===== src/rtl/lcd_char_ctrl.sv =====
// HD44780-class 8-bit character LCD controller: power-up init, timed bus accesses, cursor tracking.
// Define LCD_AUTOWRAP_EN to insert set-address commands automatically at end of line.
module lcd_char_ctrl #(
  parameter int unsigned COLS           = 16,
  parameter int unsigned ROWS           = 2,
  parameter int unsigned POWERUP_CYC    = 1000,
  parameter int unsigned EN_PULSE_CYC   = 4,
  parameter int unsigned CMD_WAIT_CYC   = 50,
  parameter int unsigned CLEAR_WAIT_CYC = 2000
) (
  input  logic       fpga_clk_i,
  input  logic       fpga_reset_i,
  input  logic       req_valid_i,
  output logic       req_ready_o,
  input  logic       req_rs_i,
  input  logic [7:0] req_data_i,
  output logic       init_done_o,
  output logic [7:0] lcd_data_o,
  output logic       lcd_rs_o,
  output logic       lcd_enable_o
);
  localparam int unsigned MAX_A   = (POWERUP_CYC > EN_PULSE_CYC) ? POWERUP_CYC : EN_PULSE_CYC;
  localparam int unsigned MAX_B   = (CMD_WAIT_CYC > CLEAR_WAIT_CYC) ? CMD_WAIT_CYC : CLEAR_WAIT_CYC;
  localparam int unsigned MAX_CYC = (MAX_A > MAX_B) ? MAX_A : MAX_B;
  localparam int unsigned CNT_W   = $clog2(MAX_CYC) + 1;
  localparam int unsigned COL_W   = $clog2(COLS + 1);

`ifdef LCD_AUTOWRAP_EN
  typedef enum logic [2:0] {
    S_PWRUP, S_INIT, S_IDLE, S_SETUP, S_PULSE, S_HOLD, S_WAIT, S_WRAP
  } state_t;
  logic wrap_q, wrap_d;
`else
  typedef enum logic [2:0] {
    S_PWRUP, S_INIT, S_IDLE, S_SETUP, S_PULSE, S_HOLD, S_WAIT
  } state_t;
`endif

  state_t             state_q, state_d;
  logic [CNT_W-1:0]   cnt_q, cnt_d;
  logic [1:0]         init_idx_q, init_idx_d;
  logic [COL_W-1:0]   col_q, col_d;
  logic               row_q, row_d;
  logic               ready_d, done_d, rs_d, en_d;
  logic [7:0]         data_d;

  function automatic logic [7:0] init_byte(input logic [1:0] idx);
    case (idx)
      2'd0:    return 8'h38;
      2'd1:    return 8'h0C;
      2'd2:    return 8'h06;
      default: return 8'h01;
    endcase
  endfunction

  // Next state, next outputs and cursor update
  always_comb begin
    state_d    = state_q;
    cnt_d      = cnt_q;
    init_idx_d = init_idx_q;
    col_d      = col_q;
    row_d      = row_q;
    ready_d    = req_ready_o;
    done_d     = init_done_o;
    data_d     = lcd_data_o;
    rs_d       = lcd_rs_o;
    en_d       = 1'b0;
`ifdef LCD_AUTOWRAP_EN
    wrap_d     = wrap_q;
`endif
    case (state_q)
      S_PWRUP: begin
        if (cnt_q == CNT_W'(POWERUP_CYC - 1)) begin
          cnt_d   = '0;
          state_d = S_INIT;
        end else begin
          cnt_d = cnt_q + CNT_W'(1);
        end
      end
      S_INIT: begin
        data_d  = init_byte(init_idx_q);
        rs_d    = 1'b0;
        state_d = S_SETUP;
      end
      S_IDLE: begin
        if (req_valid_i && req_ready_o) begin
          ready_d = 1'b0;
          data_d  = req_data_i;
          rs_d    = req_rs_i;
          state_d = S_SETUP;
          if (req_rs_i) begin
`ifdef LCD_AUTOWRAP_EN
            if (32'(col_q) + 1 == COLS) begin
              col_d  = '0;
              row_d  = (ROWS > 1) ? ~row_q : 1'b0;
              wrap_d = 1'b1;
            end else begin
              col_d = col_q + COL_W'(1);
            end
`else
            if (32'(col_q) < COLS) col_d = col_q + COL_W'(1);
`endif
          end else if ((req_data_i != 8'h00) && (req_data_i <= 8'h03)) begin
            col_d = '0;
            row_d = 1'b0;
          end else if (req_data_i[7]) begin
            row_d = (ROWS > 1) ? req_data_i[6] : 1'b0;
            if (32'(req_data_i[5:0]) >= COLS) col_d = COL_W'(COLS - 1);
            else                              col_d = COL_W'(req_data_i[5:0]);
          end
        end
      end
      S_SETUP: begin
        en_d    = 1'b1;
        cnt_d   = CNT_W'(EN_PULSE_CYC - 1);
        state_d = S_PULSE;
      end
      S_PULSE: begin
        if (cnt_q == '0) begin
          state_d = S_HOLD;
        end else begin
          en_d  = 1'b1;
          cnt_d = cnt_q - CNT_W'(1);
        end
      end
      S_HOLD: begin
        // Clear/home commands need the long execution wait
        if (!lcd_rs_o && (lcd_data_o != 8'h00) && (lcd_data_o <= 8'h03))
          cnt_d = CNT_W'(CLEAR_WAIT_CYC - 1);
        else
          cnt_d = CNT_W'(CMD_WAIT_CYC - 1);
        state_d = S_WAIT;
      end
      S_WAIT: begin
        if (cnt_q != '0) begin
          cnt_d = cnt_q - CNT_W'(1);
        end else if (!init_done_o) begin
          if (init_idx_q == 2'd3) begin
            done_d  = 1'b1;
            ready_d = 1'b1;
            state_d = S_IDLE;
          end else begin
            init_idx_d = init_idx_q + 2'd1;
            state_d    = S_INIT;
          end
`ifdef LCD_AUTOWRAP_EN
        end else if (wrap_q) begin
          wrap_d  = 1'b0;
          state_d = S_WRAP;
`endif
        end else begin
          ready_d = 1'b1;
          state_d = S_IDLE;
        end
      end
`ifdef LCD_AUTOWRAP_EN
      S_WRAP: begin
        data_d  = 8'h80 | (row_q ? 8'h40 : 8'h00);
        rs_d    = 1'b0;
        state_d = S_SETUP;
      end
`endif
      default: state_d = S_PWRUP;
    endcase
  end

  always_ff @(posedge fpga_clk_i or negedge fpga_reset_i) begin
    if (!fpga_reset_i) begin
      state_q      <= S_PWRUP;
      cnt_q        <= '0;
      init_idx_q   <= '0;
      col_q        <= '0;
      row_q        <= 1'b0;
      req_ready_o  <= 1'b0;
      init_done_o  <= 1'b0;
      lcd_data_o   <= '0;
      lcd_rs_o     <= 1'b0;
      lcd_enable_o <= 1'b0;
`ifdef LCD_AUTOWRAP_EN
      wrap_q       <= 1'b0;
`endif
    end else begin
      state_q      <= state_d;
      cnt_q        <= cnt_d;
      init_idx_q   <= init_idx_d;
      col_q        <= col_d;
      row_q        <= row_d;
      req_ready_o  <= ready_d;
      init_done_o  <= done_d;
      lcd_data_o   <= data_d;
      lcd_rs_o     <= rs_d;
      lcd_enable_o <= en_d;
`ifdef LCD_AUTOWRAP_EN
      wrap_q       <= wrap_d;
`endif
    end
  end

endmodule


===== config.mk =====
export PLATFORM = sky130hd
export DESIGN_NAME = lcd_char_ctrl
export DESIGN_NICKNAME = d
export VERILOG_FILES = /design/src/rtl/lcd_char_ctrl.sv
export SDC_FILE = /design/constraint.sdc
export NUM_CORES = 1
export LEC_CHECK = 0
export BUFFER_PORTS_ARGS = -buffer_cell sky130_fd_sc_hd__buf_2
export CAP_MARGIN = 40
export CORE_MARGIN = 4
export CORE_UTILIZATION = 35
export CTS_CLUSTER_SIZE = 25
export DETAILED_ROUTE_END_ITERATION = 10
export GPL_TIMING_DRIVEN = 0
export PLACE_DENSITY = 0.56
export RECOVER_POWER = 100
export SYNTH_ARGS = -nofsm -noshare
export SYNTH_HDL_FRONTEND = slang
export SYNTH_SLANG_ARGS = --single-unit

===== constraint.sdc =====
create_clock -name fpga_clk_i -period 2.1 [get_ports fpga_clk_i]
set_input_delay 0.105 -clock fpga_clk_i [delete_from_list [all_inputs] [get_ports fpga_clk_i]]
set_output_delay 0.105 -clock fpga_clk_i [all_outputs]
set_load 0.01 [all_outputs]

# Word level (Yosys, flattened, before mapping)
# Index checks and enable logic that the tools add are counted.
# totals
regBits	29
in_bits	12
elab_cells	76
output_inout_bits	12
# op_classes
mux	26
n_eq_ne	17
n_reduce_logical	18
n_lt_le_gt_ge	1
addsub	3
n_bitwise	3
# op_table
cell	n
$pmux 12 s5	1
$mux 12	3
$pmux 3 s7	1
$pmux 6 s3	1
$pmux 8 s2	1
$mux 3	5
$add 12x1->12 const B	1
$eq 12x10->1 const B	1
$logic_not 12->1	1
$ne 2x2->1 const B	6
$reduce_and 4->1	3
$reduce_bool 12->1	1
$sub 12x1->12 const B	1
$mux 11	1
$eq 3x3->1 const B	3
$le 8x2->1 const B	1
$mux 1	8
$mux 8	1
$reduce_bool 8->1	1
$eq 3x2->1 const B	2
$pmux 1 s2	3
$reduce_bool 5->1	1
$eq 2x2->1 const B	2
$reduce_and 2->1	2
12 further kinds	17

# Longest topological paths before layout
# Gate-level depths: netlist of run 1.
# logic_depth
word_depth	5
mapped_depth	8
depth_no_buf	7

# Worst setup path before layout of run 1
# OpenSTA, ideal clock, no wires.
# synth_path
path_kind	register to register
startpoint	register cnt_q[8]
endpoint	register init_idx_q[1]
arrival_time_ns	2.108
path_buffers	2
setup_time_ns	0.127
path_stages_with_launch	8
synth_period_minus_slack_ns	2.235
t_required_ns	1.973
slack_ns	-0.135
path_cell_list	dfrtp_1 -> buf_6 -> or4_4 -> buf_6 -> nor4_4 -> and3_1 -> and2_2 -> mux2_1
# synth_between
elab_chain_cells	3
# synth_rtl
element	line_no	source
from (decl)	40	logic [CNT_W-1:0] cnt_q, cnt_d;
from (signal assigned)	184	cnt_q <= cnt_d;
$reduce_bool 12->1	135	if (cnt_q != '0) begin
$not 1->1 (no line)	-	
$reduce_and 4->1 (no line)	-	
to (signal assigned)	185	init_idx_q <= init_idx_d;
to (decl)	41	logic [1:0] init_idx_q, init_idx_d;
# No other way between the ends.
# A chain may end at the register's enable or synchronous reset.

# Final worst setup path of run 1
# layout_path
startpoint	register cnt_q[9]
endpoint	register init_idx_q[1]
# The elaborated chain is that of the path after synthesis.

==> reports/metrics.cfg, run 1 <==
[drt]
num_vias = 1895
drt-vias-per-instance = 5.45
wl_met1_um = 2650
top_layer_used = met4
routed_wl_um = 5520
drtIter0Drc = 98
drc = 0
dr_wl_met3_um = 132
drt_pass1_iterations = 4
wl_per_cell_um = 15.9
met2_length_um = 2670
ant_nets = 0

[place]
io_buffer_count = 23
hpwl_um = 3790
place_ws_ns = -0.325
placed_area_um2 = 2230
gp_routability_congestion = 0.853

[timing]
clock.fmax_mhz = 474
setup_viol = 1
relSlewSlack = 0.480
worst_pin_slew_ns = 0.780
setup_ws_ns = -0.00823
clock_skew_ns = 0.00512
finalHoldViolCount = 0
fin_crit_sh = 1.00
rsz0062_at_grt = true
slew_violations = 0
period_minus_slack_ns = 2.11

[critical_path]
worstPathRequired_ns = 2.28
crit_type = register to register
worstSetupStartpointType = register
cp.arrival_ns = 2.29
end_kind = register
worstPathMaxFanout = 3

[logic_synthesis]
synth_edf_count = 0
syn_area_per_cell_um2 = 8.50
synth.ff_latch_count = 29
syn-cell-area_um2 = 2010
synth-seq-area-share = 0.362
async_flop_share = 1.00
synth_cells = 236
synth_nets = 254
synth_cell_types = 47
yosys_warnings = 0
ys.flop_type = dfrtp_1

[clocking]
clk_latency_ns = 0.29
cts_buffers = 5
clkTransAtPathRegs_ns = 0.07
cts_max_level = 2
clock-sinks = 29
clockBufferDepth = 2
root_buffer = clkbuf_8
cts_tree = yes

[cells_and_area]
utilization = 0.446
n_fill_cell = 565
layout-drive-gt1-share = 0.225
fin_nets = 293
diodes = 0
final_common_cell = dfrtp_1
area_growth_syn_to_layout_pct = 23.1
final_cell_mix = dfrtp_1, o21ai_0, nor2_1, nand2_1, a21oi_1
final_area_um2 = 2470

[global_route]
grt_max_degree = 30
grt_pass1_vias = 1870
grt_first_pass_wirelength_um = 9250
globalRouteTotalUtil = 0.163
overflow = 0
grt_antenna_before_repair = 0

[power_and_ir_drop]
p_total_mw = 1.11
p_per_area_nw_per_um2 = 450
peakVddDrop_mv = 0.323
p_leak_nw = 1.07

[die]
initial_core_util = 0.362
die_w_um = 83.7
die_h_um = 83.7
core-area_um2 = 5540
row_count = 27
io_pins = 24
dieArea_um2 = 7010

[worst_hold_path]
hp-class = input pin to register

[run_status]
failed_checks = setup timing
outcome = complete, but fails checks

[flow_run]
drv_cap = 0

power breakdown:
part	total (mW)	internal, mW	switching, mW	leakage, nW
clock network	0.530	0.296	0.234	0.0542
logic	0.0237	0.00847	0.0152	0.654
registers	0.558	0.558	0	0.359
sequential cells by signal, summed over array words and instances (netlist names):
| register | cells |
|---|---|
| init_idx_q | 2 |
| state_q | 3 |
| lcd_enable_o | 1 |
| lcd_rs_o | 1 |
| req_ready_o | 1 |
| cnt_q | 12 |
| lcd_data_o | 8 |
| init_done_o | 1 |
final timing paths:
path	startpoint	to	slack, ns	cells past startpoint
min reg2reg	init_done_o	init_done_o	0.51	1
max in group asynchronous	fpga_reset_i	cnt_q[8]	1.13	2
min in group asynchronous	fpga_reset_i	lcd_data_o[0]	0.43	2
max reg2reg	cnt_q[9]	init_idx_q[1]	-0.008	5
max	cnt_q[9]	init_idx_q[1]	-0.008	5
min	req_data_i[7]	lcd_data_o[7]	0.03	2
area by class of cell:
type	instances	area, µm²	share of cell area
Tap cell	72	90.1	0.0365
Clock inverter	1	5.00	0.00203
Multi-Input combinational cell	180	1240	0.502
Timing Repair Buffer	36	200	0.0810
Buffer	14	75.1	0.0304
Inverter	9	33.8	0.0137
Clock buffer	7	96.3	0.0390
Sequential cell	29	729	0.295
cells by family (layout without fill, tap and decap cells):
kind of cell / Yosys count / in the layout / synth area share
AO/OA/AOI/OAI: 75 / 75 / 0.241
XOR/XNOR: 11 / 11 / 0.0480
adder cells (fa/ha/maj): 6 / 6 / 0.0374
buffers and inverters: 27 / 67 / 0.0605
flip-flops: 29 / 29 / 0.362
multiplexers: 5 / 5 / 0.0256
AND/OR/NAND/NOR: 83 / 83 / 0.226
routing by layer:
metal  track usage  up-vias
met4        0.0468        0
met5             0        -
met1         0.225      930
li1              -      938
met3        0.0424        5
met2         0.252       22
repair_timing:
action,in CTS,in global routing
setup buffers,11,1
resized for setup,12,16
pin swaps,4,1
hold buffers,1,0
setup endpoints to repair,14,22
hold endpoints to repair,29,0
stage by stage:
stage / hold slack, ns / instances / TNS [ns]
2_1_floorplan: -0.191 / 236 / -0.0482
3_3_place_gp: 0.198 / 331 / -2.96
3_5_place_dp: 0.195 / 331 / -2.68
4_1_cts: 0.0251 / 347 / 0
5_1_grt: 0.0279 / 348 / -0.0466
6_report: 0.0332 / 348 / -0.00823
worst max-delay path: stages, from the launching register on:
cell and delay (ns):
dfrtp_1 0.39, or4_4 0.58, nor4_4 0.34, and3_4 0.25, and2_4 0.15, mux2_4 0.29
Yosys cell counts (4+ instances only):
cell type / count / share of area
clkbuf_1: 10 / 0.019
and3_1: 4 / 0.012
a22o_1: 6 / 0.026
nand2_1: 17 / 0.032
mux2i_1: 4 / 0.020
buf_2: 4 / 0.010
nor3_1: 7 / 0.017
xnor2_1: 7 / 0.031
ha_1: 6 / 0.037
xor2_1: 4 / 0.017
nor4_1: 6 / 0.019
o21ai_0: 22 / 0.055
nor2_1: 18 / 0.034
a21oi_1: 18 / 0.045
inv_1: 9 / 0.017
nand3_1: 7 / 0.017
nand2b_1: 5 / 0.016
dfrtp_1: 29 / 0.36
Power figures use the tool's default switching activity.
==> run 2: changes to the inputs <==
==> constraint.sdc (replaced) <==
create_clock -name fpga_clk_i -period 2.1 [get_ports fpga_clk_i]
set_input_delay 0.42 -clock fpga_clk_i [delete_from_list [all_inputs] [get_ports fpga_clk_i]]
set_output_delay 0.42 -clock fpga_clk_i [all_outputs]
set_load 0.01 [all_outputs]
==> run 2 against run 1 <==
Compared with the run above:
- the flow finishes with violations (capacitance limit, slew limit, setup timing)
- hold slack better by 0.31 ns
- fmax about the same
- combinational power down 8%
- register-to-register slack about the same
- die area unchanged
- core utilization down 0.20 points
- sequential share of layout area up 0.14 points
- clock skew about the same
- largest cell class unchanged
- highest routed layer unchanged
==> reports/metrics.cfg, run 2 (same netlist as run 1, synthesis figures left out) <==
[cells_and_area]
n_fill_cell = 567  ; +0.35%
utilization = 0.444  ; -0.00203
final_cell_mix = dfrtp_1, o21ai_0, nor2_1
fin_nets = 292  ; -0.34%
final_common_cell = dfrtp_1
diodes = 0  ; unchanged
regArea_um2 = 729  ; unchanged
layout-drive-gt1-share = 0.222  ; -0.00282
largest_register_ffs = 12  ; unchanged
largest-register = cnt_q
final_cells = 347  ; -0.29%
multi_input_area_um2 = 1240  ; unchanged
reg_top3 = cnt_q (12), lcd_data_o (8), state_q (3)
area_growth_syn_to_layout_pct = 22.6

[drt]
ant_nets = 0  ; unchanged
wl_per_cell_um = 15.9  ; +0.31%
drc = 0  ; unchanged
drt-vias-per-instance = 5.49  ; +0.82%
routed_wl_um = 5520  ; about the same
num_vias = 1905  ; +0.53%
drt_pass1_iterations = 4  ; unchanged
drtIter0Drc = 101  ; +3.1%

[die]
die_h_um = 83.7  ; unchanged
core-area_um2 = 5540  ; unchanged
die_w_um = 83.7  ; unchanged
row_count = 27  ; unchanged
io_pins = 24  ; unchanged
initial_core_util = 0.362  ; unchanged
dieArea_um2 = 7010  ; unchanged

[worst_hold_path]
hp-class = input pin to register

[critical_path]
crit_type = register to register
worstSetupStartpointType = register
worstPathRequired_ns = 2.28  ; about the same
cp.arrival_ns = 2.29  ; about the same
end_kind = register
worstPathMaxFanout = 3  ; unchanged

[global_route]
globalRouteTotalUtil = 0.163  ; unchanged
grt_first_pass_wirelength_um = 9250  ; unchanged
grt_max_degree = 30  ; unchanged
grt_pass1_vias = 1870  ; unchanged
overflow = 0  ; unchanged
grt_antenna_before_repair = 0  ; unchanged

[power_and_ir_drop]
p_leak_nw = 1.06  ; -0.67%
peakVddDrop_mv = 0.323  ; about the same
p_per_area_nw_per_um2 = 452  ; +0.46%

[timing]
rsz0062_at_grt = true
worst_pin_slew_ns = 1.68  ; +0.897 ns
period_minus_slack_ns = 2.11  ; +0.000255 ns
slew_violations = 30  ; +30
clock_skew_ns = 0.00525  ; +0.000124 ns
clock.fmax_mhz = 474  ; about the same
setup_ws_ns = -0.00849  ; -0.000255 ns
fin_crit_sh = 1.00  ; about the same
relSlewSlack = -0.118  ; -0.598
finalHoldViolCount = 0  ; unchanged
setup_viol = 1  ; unchanged

[place]
io_buffer_count = 23  ; unchanged
hpwl_um = 3790  ; unchanged
dp_cells = 331  ; unchanged
gp_routability_congestion = 0.853  ; unchanged
place_ws_ns = -0.325  ; unchanged

[clocking]
clk_latency_ns = 0.29  ; about the same
cts_tree = yes
cts_buffers = 5  ; unchanged
root_buffer = clkbuf_8
clockBufferDepth = 2  ; unchanged
holdBufCountCts = 0  ; -1
clock-sinks = 29  ; unchanged
clkTransAtPathRegs_ns = 0.07  ; about the same
cts_max_level = 2  ; unchanged

[run_status]
failed_checks = capacitance limit, slew limit, setup timing
outcome = complete, but fails checks

[flow_run]
drv_cap = 1  ; +1

## run 2: changes by cell type in the layout (fill, tap and decap cells not counted), sizes merged
| cell | before | now |
|---|---|---|
| dlygate4sd3 | 1 | 0 |
## run 2: critical path, cell delays in order, from the launching register on
cell,delay (ns)
dfrtp_1,0.39
or4_4,0.58
nor4_4,0.34
and3_4,0.25
and2_4,0.15
mux2_4,0.29
## run 2: worst paths after layout
check,start,end,slack [ns],depth (start not counted)
max,cnt_q[9],init_idx_q[1],-0.008,5
min,req_data_i[7],lcd_data_o[7],0.35,2
max reg2reg,cnt_q[9],init_idx_q[1],-0.008,5
min reg2reg,init_done_o,init_done_o,0.51,1
max in group asynchronous,fpga_reset_i,cnt_q[8],0.45,1
min in group asynchronous,fpga_reset_i,lcd_data_o[0],0.55,1
## run 2: cell type report
type,count,share of cell area
timing repair buffer,35,0.0768
multi-input combinational,180,0.505
tap,72,0.0366
inverter,9,0.0137
clock inverter,1,0.00203
buffer,14,0.0305
sequential,29,0.297
clock buffer,7,0.0392
## run 2: power by group
part	leakage [nW]	switching, mW	internal (mW)	total (mW)
combinational	0.647	0.0149	0.00697	0.0219
clock	0.0542	0.236	0.296	0.532
sequential	0.359	0	0.558	0.558
total	1.06	0.251	0.861	1.11
## run 2: layer usage
metal  track usage  routed length [µm]
met1         0.224                2650
met2         0.252                2680
met4        0.0468                  53
met3        0.0434                 141
met5             0                   0
## run 2: timing repair
action,4_1_cts,5_1_grt
pin swaps,4,1
gates resized for setup,12,16
buffers inserted,11,1
gates cloned,0,0
endpoints found under the setup margin,14,22
hold endpoints to repair,0,0
## run 2: per-stage QoR
stage / TNS [ns] / power, mW / cell area (µm²) / hold slack (ns)
floorplan: -0.0482 / 0.569 / 2020 / 0.124
detailed placement: -2.68 / 0.592 / 2230 / 0.487
finish: -0.00849 / 1.11 / 2460 / 0.347
global route: -0.0466 / 1.15 / 2460 / 0.343
global placement: -2.96 / 0.593 / 2230 / 0.485
CTS: 0 / 1.13 / 2430 / 0.191
==> run 3: changes to the inputs <==
- PLACE_DENSITY: 0.56 -> 0.55
- clock period: 2.1 -> 2.7 ns (I/O delays scaled with it)
==> run 3 against run 2 <==
Compared with the run above:
- the flow finishes with violations (capacitance limit, slew limit)
- fmax fell by 17%
- design area fell by 6.0%
- power shrank 17%
- first-iteration DRC count up 41%
- core utilization shrank 2.7 points
- combinational power down 24%
- via count is 2.0% lower
- clock skew grew 0.0029 ns
- count of clock-buffer cells in the layout unchanged
- critical path type unchanged
- highest routed layer unchanged
==> reports/metrics.cfg, run 3 (same netlist as run 1, synthesis figures left out) <==
[run_status]
outcome = complete, but fails checks
failed_checks = capacitance limit, slew limit

[drt]
drtIter0Drc = 142  ; +41%
drt_pass1_iterations = 4  ; unchanged
num_vias = 1866  ; -2.0%
drt-vias-per-instance = 5.50  ; +0.26%
wl_per_cell_um = 15.4  ; -3.3%
ant_nets = 0  ; unchanged
drc = 0  ; unchanged
routed_wl_um = 5210  ; -5.6%

[die]
die_w_um = 83.7  ; unchanged
io_pins = 24  ; unchanged
dieArea_um2 = 7010  ; unchanged
initial_core_util = 0.362  ; unchanged
row_count = 27  ; unchanged
die_h_um = 83.7  ; unchanged
core-area_um2 = 5540  ; unchanged

[timing]
period_minus_slack_ns = 2.55  ; +0.443 ns
clock_skew_ns = 0.00819  ; +0.00295 ns
slew_violations = 30  ; unchanged
whs_ns = 0.479  ; +0.132 ns
setup_viol = 0  ; -1
fin_crit_sh = 0.945  ; -0.0589
finalHoldViolCount = 0  ; unchanged
worst_pin_slew_ns = 1.64  ; -0.0319 ns
relSlewSlack = -0.0965  ; +0.0212
tns_ns = 0  ; +0.00849 ns
rsz0062_at_grt = false
clock.fmax_mhz = 392  ; -17%

[clocking]
clock-sinks = 29  ; unchanged
clkTransAtPathRegs_ns = 0.06  ; about the same
root_buffer = clkbuf_8
cts_max_level = 2  ; unchanged
cts_resized = 0  ; -12
clockBufferDepth = 2  ; unchanged
cts_buffers = 5  ; unchanged
cts_setup_buffers = 0  ; -11
cts_tree = yes
clk_latency_ns = 0.29  ; about the same
holdBufCountCts = 0  ; unchanged

[critical_path]
cp_num_cells = 6  ; +1
slowest_stage = or4_4
max_stage_delay_ns = 0.59  ; about the same
reg2reg_from = cnt_q[5]
r2r-end = init_idx_q[1]
worstPathRequired_ns = 2.87  ; +0.59 ns
worstPathMaxFanout = 9  ; +6
cp-startpoint = cnt_q[5]
worst-path-buf-inv = 1  ; +1
cpLargestDelayFamily = simple AND/OR/NAND/NOR gates
cp.arrival_ns = 2.72  ; +0.43 ns
cp_cell_sequence = clkbuf_1 > or4_4 > nor4_4 > and3_1 > and2_2 > mux2_1
worstSetupStartpointType = register
crit_type = register to register
end_kind = register
regToRegSetupSlack_ns = 0.15  ; +0.16 ns
crit_end = init_idx_q[1]
reg2regPathDepth = 6  ; +1

[power_and_ir_drop]
p_leak_nw = 0.980  ; -7.6%
p_per_area_nw_per_um2 = 401  ; -11%
peakVddDrop_mv = 0.180  ; -44%

[global_route]
overflow = 0  ; unchanged
grt_pass1_vias = 1940  ; +3.7%
globalRouteTotalUtil = 0.163  ; -0.000722
grt_antenna_before_repair = 0  ; unchanged
grt_first_pass_wirelength_um = 9310  ; +0.61%
grt_max_degree = 30  ; unchanged

[cells_and_area]
final_cell_mix = dfrtp_1, clkbuf_1, o21ai_0, a21oi_1, nor2_1
final_common_cell = dfrtp_1
reg_top3 = cnt_q (12), lcd_data_o (8), state_q (3)
largest-register = cnt_q
largest_register_ffs = 12  ; unchanged
n_fill_cell = 584  ; +3.0%
area_growth_syn_to_layout_pct = 15.2
diodes = 0  ; unchanged
layout-drive-gt1-share = 0.116  ; -0.106
fin_nets = 284  ; -2.7%

[worst_hold_path]
hp-class = input pin to register

[place]
hpwl_um = 3820  ; +0.62%
gp_routability_congestion = 0.829  ; -2.8%
io_buffer_count = 23  ; unchanged

[flow_run]
drv_cap = 1  ; unchanged

==> run 3: cell type report <==
type / count / area (µm²) / share of cell area
Buffer: 18 / 87.6 / 0.0379
Clock buffer: 7 / 86.3 / 0.0373
Clock inverter: 1 / 30.0 / 0.0130
Inverter: 9 / 33.8 / 0.0146
Multi-Input combinational cell: 180 / 1160 / 0.502
Sequential cell: 29 / 726 / 0.314
Tap cell: 72 / 90.1 / 0.0390
Timing Repair Buffer: 23 / 98.8 / 0.0427
==> run 3: routing by layer <==
layer | part of all wire | global-route usage | routed length, µm | vias to the layer above
met5 | 0 | 0 | 0 | -
met4 | 0.015 | 0.0526 | 79 | 0
met3 | 0.037 | 0.0484 | 192 | 9
met2 | 0.48 | 0.252 | 2480 | 32
met1 | 0.47 | 0.217 | 2460 | 900
li1 | - | - | - | 925
==> run 3: stage by stage <==
stage	std cells	total power, mW	area, µm²	util	setup WS, ns
floorplan	236	0.443	2010	-	0.465
global placement	331	0.461	2210	0.399	0.175
detailed placement	331	0.461	2210	0.399	0.182
CTS	339	0.937	2330	0.420	0.167
global route	339	0.965	2310	0.417	0.0173
finish	339	0.928	2310	0.417	0.148
==> run 3: worst min-delay path by stage <==
stage / start / to / slack, ns / depth (start not counted)
after detailed placement: init_done_o / init_done_o / 0.48 / 1
after global routing: req_rs_i / lcd_rs_o / 0.47 / 2
after CTS: fpga_reset_i / cnt_q[3] / 0.32 / 1
after global placement: init_done_o / init_done_o / 0.48 / 1
after floorplan: fpga_reset_i / cnt_q[0] / 0.24 / 0
final: req_data_i[6] / lcd_data_o[6] / 0.48 / 2
==> run 3: power breakdown <==
group / leakage (nW) / switching, mW / internal, mW
combinational: 0.557 / 0.0112 / 0.00541
clock: 0.0585 / 0.177 / 0.301
sequential: 0.364 / 0 / 0.434
total: 0.980 / 0.188 / 0.741
